--- src/rtl/spi_reg_bank_if.sv ---
// SPI pin bundle between the chip pads (master side) and the register bank (slave side).
interface spi_reg_bank_if;
   logic cs;
   logic pico;
   logic poci;

   modport master (
      output cs,
      output pico,
      input  poci
   );

   modport slave (
      input  cs,
      input  pico,
      output poci
   );
endinterface

--- src/rtl/spi_reg_bank.sv ---
// Parametrised SPI slave register bank: deserialises frames of {rw, addr[6:0]} followed by
// data bytes, with optional address auto-increment, per-register reset value, implemented-bit
// mask, read-only (status readback) and self-clear-on-idle behaviour.
module spi_reg_bank #(
   parameter int unsigned NUM_REGS = 11,
   parameter logic [8*NUM_REGS-1:0] RST_VALS = {8'h1f, 8'h00, 8'h00, 8'h01, 8'h00, 8'h04,
                                               8'hff, 8'h03, 8'h00, 8'hff, 8'h3f},
   parameter logic [8*NUM_REGS-1:0] REG_MASK   = {NUM_REGS{8'hff}},
   parameter logic [NUM_REGS-1:0]   RO_MASK    = '0,
   parameter logic [NUM_REGS-1:0]   PULSE_MASK = 11'b000_0000_0100,
   parameter bit                    BURST_EN   = 1'b1
) (
   input  logic                    spi_clk,
   input  logic                    rst,
   spi_reg_bank_if.slave           spi,
   input  logic [8*NUM_REGS-1:0]   status_in,
   output logic [8*NUM_REGS-1:0]   regs_out,
   output logic [NUM_REGS-1:0]     wr_strobe
);

   localparam logic [8*NUM_REGS-1:0] RST_EFF = RST_VALS & REG_MASK;

   logic [2:0]            bit_cnt_q, bit_cnt_d;
   logic                  first_byte_q, first_byte_d;
   logic [6:0]            sh_in_q, sh_in_d;
   logic                  rw_q, rw_d;
   logic [6:0]            addr_q, addr_d;
   logic [7:0]            rd_shift_q, rd_shift_d;
   logic [8*NUM_REGS-1:0] regs_q, regs_d;
   logic [NUM_REGS-1:0]   strobe_q, strobe_d;

   logic [7:0] rx_byte;
   logic       byte_done;
   logic [6:0] next_addr;

   // Readback for an address: status for RO registers, stored value for RW, zero if unmapped.
   function automatic logic [7:0] rd_val(input logic [6:0]            a,
                                         input logic [8*NUM_REGS-1:0] st,
                                         input logic [8*NUM_REGS-1:0] rg);
      logic [7:0] v;
      v = 8'h00;
      for (int i = 0; i < int'(NUM_REGS); i++) begin
         if (a == 7'(i + 1)) begin
            v = RO_MASK[i] ? st[8*i +: 8] : rg[8*i +: 8];
         end
      end
      return v;
   endfunction

   // The current pico bit completes the byte on the 8th edge.
   assign rx_byte   = {sh_in_q, spi.pico};
   assign byte_done = (bit_cnt_q == 3'd7);
   assign next_addr = BURST_EN ? addr_q + 7'd1 : addr_q;

   // Next-state: frame decode, write commit, readback load/shift and idle clearing.
   always_comb begin
      bit_cnt_d    = bit_cnt_q;
      first_byte_d = first_byte_q;
      sh_in_d      = sh_in_q;
      rw_d         = rw_q;
      addr_d       = addr_q;
      rd_shift_d   = rd_shift_q;
      regs_d       = regs_q;
      strobe_d     = '0;

      if (!spi.cs) begin
         // Idle or abort: any partial byte is discarded without commit.
         bit_cnt_d    = 3'd0;
         first_byte_d = 1'b1;
         sh_in_d      = 7'd0;
         rw_d         = 1'b0;
         addr_d       = 7'd0;
         rd_shift_d   = 8'd0;
         for (int i = 0; i < int'(NUM_REGS); i++) begin
            if (PULSE_MASK[i]) begin
               regs_d[8*i +: 8] = RST_EFF[8*i +: 8];
            end
         end
      end else begin
         bit_cnt_d = bit_cnt_q + 3'd1;
         sh_in_d   = rx_byte[6:0];
         if (byte_done && first_byte_q) begin
            first_byte_d = 1'b0;
            rw_d         = rx_byte[7];
            addr_d       = rx_byte[6:0];
            rd_shift_d   = rd_val(rx_byte[6:0], status_in, regs_q);
         end else if (byte_done) begin
            for (int i = 0; i < int'(NUM_REGS); i++) begin
               if (rw_q && (addr_q == 7'(i + 1)) && !RO_MASK[i]) begin
                  regs_d[8*i +: 8] = rx_byte & REG_MASK[8*i +: 8];
                  strobe_d[i]      = 1'b1;
               end
            end
            addr_d     = next_addr;
            // Uses pre-commit register contents.
            rd_shift_d = rd_val(next_addr, status_in, regs_q);
         end else if (!first_byte_q) begin
            rd_shift_d = {rd_shift_q[6:0], 1'b0};
         end
      end
   end

   // State registers with synchronous reset taking priority over cs and commits.
   always_ff @(posedge spi_clk) begin
      if (rst) begin
         bit_cnt_q    <= 3'd0;
         first_byte_q <= 1'b1;
         sh_in_q      <= 7'd0;
         rw_q         <= 1'b0;
         addr_q       <= 7'd0;
         rd_shift_q   <= 8'd0;
         regs_q       <= RST_EFF;
         strobe_q     <= '0;
      end else begin
         bit_cnt_q    <= bit_cnt_d;
         first_byte_q <= first_byte_d;
         sh_in_q      <= sh_in_d;
         rw_q         <= rw_d;
         addr_q       <= addr_d;
         rd_shift_q   <= rd_shift_d;
         regs_q       <= regs_d;
         strobe_q     <= strobe_d;
      end
   end

   assign regs_out  = regs_q;
   assign wr_strobe = strobe_q;
   assign spi.poci  = rd_shift_q[7];

endmodule
--- src/flat_wrapper.sv ---
// flat-port wrapper written by rule: the top's interface ports become plain ports
module spi_reg_bank_flat 
#(
   parameter int unsigned NUM_REGS = 11,
   parameter logic [8*NUM_REGS-1:0] RST_VALS = {8'h1f, 8'h00, 8'h00, 8'h01, 8'h00, 8'h04,
                                               8'hff, 8'h03, 8'h00, 8'hff, 8'h3f},
   parameter logic [8*NUM_REGS-1:0] REG_MASK   = {NUM_REGS{8'hff}},
   parameter logic [NUM_REGS-1:0]   RO_MASK    = '0,
   parameter logic [NUM_REGS-1:0]   PULSE_MASK = 11'b000_0000_0100,
   parameter bit                    BURST_EN   = 1'b1
)
  (spi_clk, rst, status_in, regs_out, wr_strobe, spi_cs, spi_pico, spi_poci);
  spi_reg_bank_if spi_i ();
  input  logic spi_clk;
  input  logic rst;
  input  logic [8*NUM_REGS-1:0] status_in;
  output logic [8*NUM_REGS-1:0] regs_out;
  output logic [NUM_REGS-1:0] wr_strobe;
  input wire logic [$bits(spi_i.cs)-1:0] spi_cs;
  input wire logic [$bits(spi_i.pico)-1:0] spi_pico;
  output wire logic [$bits(spi_i.poci)-1:0] spi_poci;
  assign spi_i.cs = spi_cs;
  assign spi_i.pico = spi_pico;
  assign spi_poci = spi_i.poci;
  spi_reg_bank #(.NUM_REGS(NUM_REGS), .RST_VALS(RST_VALS), .REG_MASK(REG_MASK), .RO_MASK(RO_MASK), .PULSE_MASK(PULSE_MASK), .BURST_EN(BURST_EN)) u_core (.spi_clk(spi_clk), .rst(rst), .spi(spi_i), .status_in(status_in), .regs_out(regs_out), .wr_strobe(wr_strobe));
endmodule
--- config.mk ---
export PLATFORM = sky130hd
export DESIGN_NAME = spi_reg_bank_flat
export DESIGN_NICKNAME = d
export VERILOG_FILES = /design/src/rtl/spi_reg_bank_if.sv /design/src/rtl/spi_reg_bank.sv /design/src/flat_wrapper.sv
export SDC_FILE = /design/constraint.sdc
export NUM_CORES = 1
export LEC_CHECK = 0
export ABC_CLOCK_PERIOD_IN_PS = 2500
export CORE_ASPECT_RATIO = 0.8
export CORE_MARGIN = 2
export CORE_UTILIZATION = 28
export CTS_CLUSTER_DIAMETER = 50
export CTS_CLUSTER_SIZE = 28
export DETAILED_ROUTE_END_ITERATION = 10
export DONT_BUFFER_PORTS = 1
export GPL_ROUTABILITY_DRIVEN = 0
export GPL_TIMING_DRIVEN = 0
export PLACE_DENSITY_LB_ADDON = 0.1
export SLEW_MARGIN = 20
export SYNTH_ARGS = -nofsm -noshare
export SYNTH_HDL_FRONTEND = slang
export SYNTH_SLANG_ARGS = --single-unit
--- constraint.sdc ---
create_clock -name spi_clk -period 2.5 [get_ports spi_clk]
set_clock_uncertainty 0.2 [all_clocks]
set_input_delay 0.5 -clock spi_clk [delete_from_list [all_inputs] [get_ports spi_clk]]
set_output_delay 0.5 -clock spi_clk [all_outputs]
set_load 0.005 [all_outputs]
### Word level (Yosys, flattened, before mapping)

Cells that the tools add are included.

* flip-flop bits (word level): 126
* latch bits: 0
* bits in writable memories: 0
* memory bits (read-only): 0
* bits of input ports: 92
* output and inout bits: 100
* word-level logic and storage cells: 122
* memories kept: 0

* $add $sub $neg: 2
* multipliers: 0
* div/mod/pow operators: 0
* $lt $le $gt $ge: 0
* equal/unequal tests: 35
* shifts and indexed selects: 0
* muxes and demuxes: 38
* bitwise logic cells: 3
* reductions and logical operators: 26

Operator list (count)
* two-way mux 8 bit: 25
* == test 7 x 3 -> 1 bit, second input constant: 12
* == test 7 x 4 -> 1 bit, second input constant: 12
* == test 7 x 2 -> 1 bit, second input constant: 6
* AND reduction 4 bit: 10
* == test 7 x 1 -> 1 bit, second input constant: 3
* two-way mux 7 bit: 2
* logical AND 1 bit: 12
* two-way mux 1 bit: 11
* adder 7 x 1 -> 7 bit, second input constant: 1
* OR reduction 4 bit: 1
* adder 3 x 1 -> 3 bit, second input constant: 1
* == test 3 bit, second input constant: 1
* inequality test 3 bit, second input constant: 1
* NOT 1 bit: 3
* AND reduction 3 bit: 1
* nonzero test 2 bit: 1
* OR reduction 2 bit: 1

### Longest topological paths before layout

* depth after elaboration: 15
* mapped depth: 11
* depth with buffers taken out: 9

### Worst setup path before layout

No wires, ideal clock.

* kind: reg-to-reg
* start point: reg u_core.bit_cnt_q[0]
* end point: reg u_core.regs_q[80], in the netlist u_core.regs_out[80]
* library setup time: 0.120 ns
* arrival time: 1.991 ns
* data required time: 2.180 ns
* slack: 0.190 ns
* stages on the path, launching flop included: 9
* path buffers: 2
* period minus slack after synthesis: 2.310 ns
* cell sequence: dfxtp_1 ha_1 ha_1 nor2b_1 and3_1 buf_2 nand3_1 buf_2 a211o_1

* cells in the longest elaborated chain, start to end: 4

Ends and longest elaborated chain
* from (decl): RTL line spi_reg_bank.sv:23 `logic [2:0] bit_cnt_q, bit_cnt_d;`
* from (signal assigned): RTL line spi_reg_bank.sv:115 `bit_cnt_q <= bit_cnt_d;`
* == test 3 bit (*): RTL line spi_reg_bank.sv:52 `assign byte_done = (bit_cnt_q == 3'd7);`
* logical AND 1 bit: RTL line spi_reg_bank.sv:82 `if (byte_done && first_byte_q) begin`
* NOT 1 bit (no line)
* AND reduction 4 bit (no line) (*)
* to (signal assigned): RTL line spi_reg_bank.sv:121 `regs_q <= regs_d;`
* to (decl): RTL line spi_reg_bank.sv:29 `logic [8*NUM_REGS-1:0] regs_q, regs_d;`

Every way passes the cells marked *; elsewhere a longest branch is shown, timed or not.
A chain may end at the register's enable or synchronous reset.

### Final worst setup path

* start point: reg u_core.sh_in_q[4]
* end point: reg u_core.rd_shift_q[2]

* cells in the longest elaborated chain, start to end: 13
* elaborated cells on any way between the ends: 23
* those cells by class: eq/ne (11); mux (12)

Ends and longest elaborated chain
* from (decl): RTL line spi_reg_bank.sv:25 `logic [6:0] sh_in_q, sh_in_d;`
* from (signal assigned): RTL line spi_reg_bank.sv:117 `sh_in_q <= sh_in_d;`
* == test 7 x 1 -> 1 bit: RTL line spi_reg_bank.sv:43 `if (a == 7'(i + 1)) begin`
* two-way mux 8 bit (10 in a row): RTL line spi_reg_bank.sv:43
* two-way mux 8 bit (*): RTL line spi_reg_bank.sv:43
* two-way mux 8 bit (*): RTL line spi_reg_bank.sv:82
* to (signal assigned): RTL line spi_reg_bank.sv:120 `rd_shift_q <= rd_shift_d;`
* to (decl): RTL line spi_reg_bank.sv:28 `logic [7:0] rd_shift_q, rd_shift_d;`

Marks and branches as above.

==> metrics.md <==
| Metric | Value |
|---|---|
| Core Footprint | `24200 sq um` |
| Longest Clk Path Bufs | `2` |
| Worst R2R Path Depth | `8` |
| Critical path required time | `2.64 ns` |
| GRT Util Overall | `26.7%` |
| Clock-pin slew on the worst setup and hold paths | `0.06 ns` |
| Layout cells sized above 1 | `18.6%` |
| Vias per Instance | `5.83` |
| Total grt overflow | `0` |
| Cell internal pwr | `3.98 mW` |
| Top post-synthesis cells by area | `dfxtp_1 (37%), nor2_1 (7.7%), mux2i_1 (6.1%)` |
| Sw Share | `22.3%` |
| Yosys top cell by area | `dfxtp_1` |
| Worst Hold Launch | `u_core.bit_cnt_q[0]` |
| Seq/Total Area, Yosys | `36.6%` |
| R2r setup slk | `-0.06 ns` |
| Die Wd | `179 um` |
| Clock share of power | `56.8%` |
| Yosys top cell area share | `36.6%` |
| Hold depth | `1` |
| Final Hold Slack | `0.227 ns` |
| DRC | `0` |
| CTS Hold Bufs | `0` |
| Number of I/O pins | `192` |
| DRT Pass-1 Iters | `6` |
| Initial antenna violation count | `0` |
| First-pass GRT wire length | `48900 um` |
| Nets@finish | `1024` |
| HP Class | `reg2reg` |
| Slew headroom | `37.3%` |
| Sw Pwr | `1.14 mW` |
| Setup violators final | `4` |
| Power Dens Cells | `601 nW/um^2` |
| Status | `finished, violations left` |
| Row count | `51` |
| Commonest non-fill, non-tap cells in the layout | `nor2_1 (140), dfxtp_1 (120), nand2_1 (84)` |
| Post-synth ARST share | `0%` |
| Netlist cell types | `72` |
| Max VDD drop | `0.445 mV` |
| Top Layer Used | `met4` |
| Mapped Area | `6880 sq um` |
| # port buffers | `0` |
| Total die area | `25900 sq um` |
| Pre-CTS setup slack | `-0.997 ns` |
| Largest net degree at the start of global routing | `17` |
| Post-Route WL | `34500 um` |
| Final Core Density | `35.2%` |
| Met1 Wirelength | `16100 um` |
| CTS Buf Count | `17` |
| Crit Reg-Reg Startpoint | `u_core.sh_in_q[4]` |
| Routed via count | `7320` |
| RSZ-0062 raised after global routing | `yes` |
| Startpoint Class | `flop` |
| Post-synth top flop | `dfxtp_1` |
| CP Class | `reg2reg` |
| Hpwl dp | `24800 um` |
| Failing checks | `negative setup slack` |
| Final Hold Fails | `0` |
| Routed wl met2 | `13900 um` |
| Clk_lat worst skew | `0.44 ns` |
| Max Slew Vio Count | `0` |
| Tcrit/Tclk final | `102%` |
| Combinational Power Share | `4.0%` |
| Max Fclk | `391 MHz` |
| Starting DRT DRC Count | `1031` |
| DR WL met3 | `3670 um` |
| Wire length per cell | `27.4 um` |
| Antenna-violating nets left | `0` |
| Area growth, synth to finish | `23.9%` |
| Slew @ Worst Pin | `0.940 ns` |
| CTS root buffer | `clkbuf_16` |
| Minimum clock period | `2.56 ns` |
| WP data arrival | `2.70 ns` |
| Seq pwr share | `39.3%` |
| Commonest non-fill, non-tap cell in the layout | `nor2_1` |
| Fillcell total | `2607` |
| Tot Pwr | `5.12 mW` |
| Reg-to-reg endpoint | `u_core.rd_shift_q[2]` |
| Seq cells post-synth | `126` |
| Crit Path Max Fanout | `10` |
| Die Span Y | `144 um` |
| Initial Util | `28.4%` |
| CTS tree | `yes` |
| Antenna diodes | `0` |
| H-tree Lvls | `4` |
| EDFF count, synth | `0` |
| Synth Instances | `892` |
| Vias in the first global route | `6648` |
| Final worst slack | `-0.0602 ns` |
| Crit end category | `flop` |
| Syn nets | `991` |
| Ys Warns | `0` |
| MaxCap Viol Count | `0` |
| Mean Syn Cell Area | `7.72 sq um` |
| WHS Endpoint | `u_core.bit_cnt_q[0]` |
| CTS sink count | `126` |
| LEAKAGE | `3.28 nW` |
==> critical path, cell delays in order (launching register included) <==
cell	delay, ns
dfxtp_1	0.74
nor3_2	0.14
and2_1	0.19
clkbuf_2	0.24
nand2_1	0.17
o31ai_1	0.10
a21oi_1	0.37
o21ai_0	0.17
o311ai_1	0.12
==> power groups by stage <==
stage	Sequential [mW]	Combinational [mW]	Clock [mW]
after CTS	2.01	0.190	2.93
after detailed placement	2.06	0.187	0
final	2.01	0.202	2.91
after global placement	2.06	0.190	0
after floorplan	2.06	0.107	0
after global routing	2.01	0.208	3.01
==> metal layers <==
metal / global-route usage [%] / up-vias
met3: 9.46 / 54
li1: - / 3253
met2: 36.3 / 399
met5: 0.595 / -
met1: 38.7 / 3614
met4: 8.11 / 0
==> kinds of logic (layout without fill, tap and decap cells) <==
kind of cell / after synthesis / in the layout / synth area share (%)
simple gates: 357 / 357 / 24.5
compound gates: 246 / 246 / 23.1
flops: 126 / 126 / 36.6
buf+inv: 102 / 148 / 6.11
mux: 53 / 53 / 8.23
fa+ha+maj: 7 / 7 / 1.27
xor+xnor: 1 / 1 / 0.127
==> area by class of cell <==
| cell class | instances | area (sq um) | area share [%] |
|---|---|---|---|
| Buffer | 77 | 470 | 5.52 |
| Clock buffer | 21 | 460 | 5.40 |
| Clock inverter | 11 | 211 | 2.48 |
| Sequential cell | 126 | 2530 | 29.7 |
| Tap cell | 318 | 398 | 4.67 |
| Timing Repair Buffer | 16 | 134 | 1.57 |
| Multi-Input combinational cell | 664 | 4220 | 49.4 |
| Inverter | 23 | 101 | 1.19 |
==> state kept, by name (all words and copies together) (netlist names) <==
register / flops
u_core.addr_q: 7
u_core.bit_cnt_q: 3
u_core.first_byte_q: 1
u_core.rd_shift_q: 8
u_core.regs_out: 88
u_core.rw_q: 1
u_core.sh_in_q: 7
u_core.wr_strobe: 11
==> cell usage after synthesis (3+ instances only) <==
cell type and count:
clkbuf_1 51, nor2_1 141, and3_1 11, a22oi_1 10, nand3b_1 27, a21oi_1 79
nand2b_1 13, nand4_1 5, o21ai_0 49, a211oi_1 6, o221ai_1 4, or3_1 4
o31ai_1 4, a2bb2oi_1 3, a21o_1 3, a31oi_1 11, and2_1 10, a221oi_1 8
nor2b_1 5, buf_2 24, o21ai_1 3, mux2_2 9, nor3_1 16, o311ai_0 4
dfxtp_1 126, nand2_1 87, ha_1 7, a211o_1 12, o211ai_1 7, inv_1 21
mux2i_1 42, o21a_1 4, nand3_1 22, o22ai_1 12
==> stage by stage <==
stage               TNS, ns  std cells  instance area, sq um
floorplan                 0        892                  6880
global placement     -80.19       1210                  7280
detailed placement   -75.10       1210                  7280
CTS                 -0.0306       1248                  8280
global route         -0.172       1256                  8530
finish               -0.133       1256                  8530
==> worst max path at each step <==
stage | startpoint | endpoint | slack [ns] | cells past startpoint
CTS | u_core.sh_in_q[3] | u_core.rd_shift_q[7] | -0.03 | 8
finish | u_core.sh_in_q[4] | u_core.rd_shift_q[2] | -0.06 | 8
global route | spi_pico | u_core.rd_shift_q[4] | -0.06 | 8
floorplan | u_core.bit_cnt_q[0] | u_core.regs_out[80] | 0.19 | 8
detailed placement | u_core.addr_q[0] | u_core.regs_out[7] | -1.0 | 7
global placement | u_core.addr_q[0] | u_core.regs_out[6] | -1.03 | 7
==> repair_timing <==
action	in CTS	in global routing
resized for setup	85	70
pin swaps	4	9
buffers inserted	8	7
cloned	0	1
endpoints found under the setup margin	112	60
Note: power is estimated with default switching activity, not from simulation.
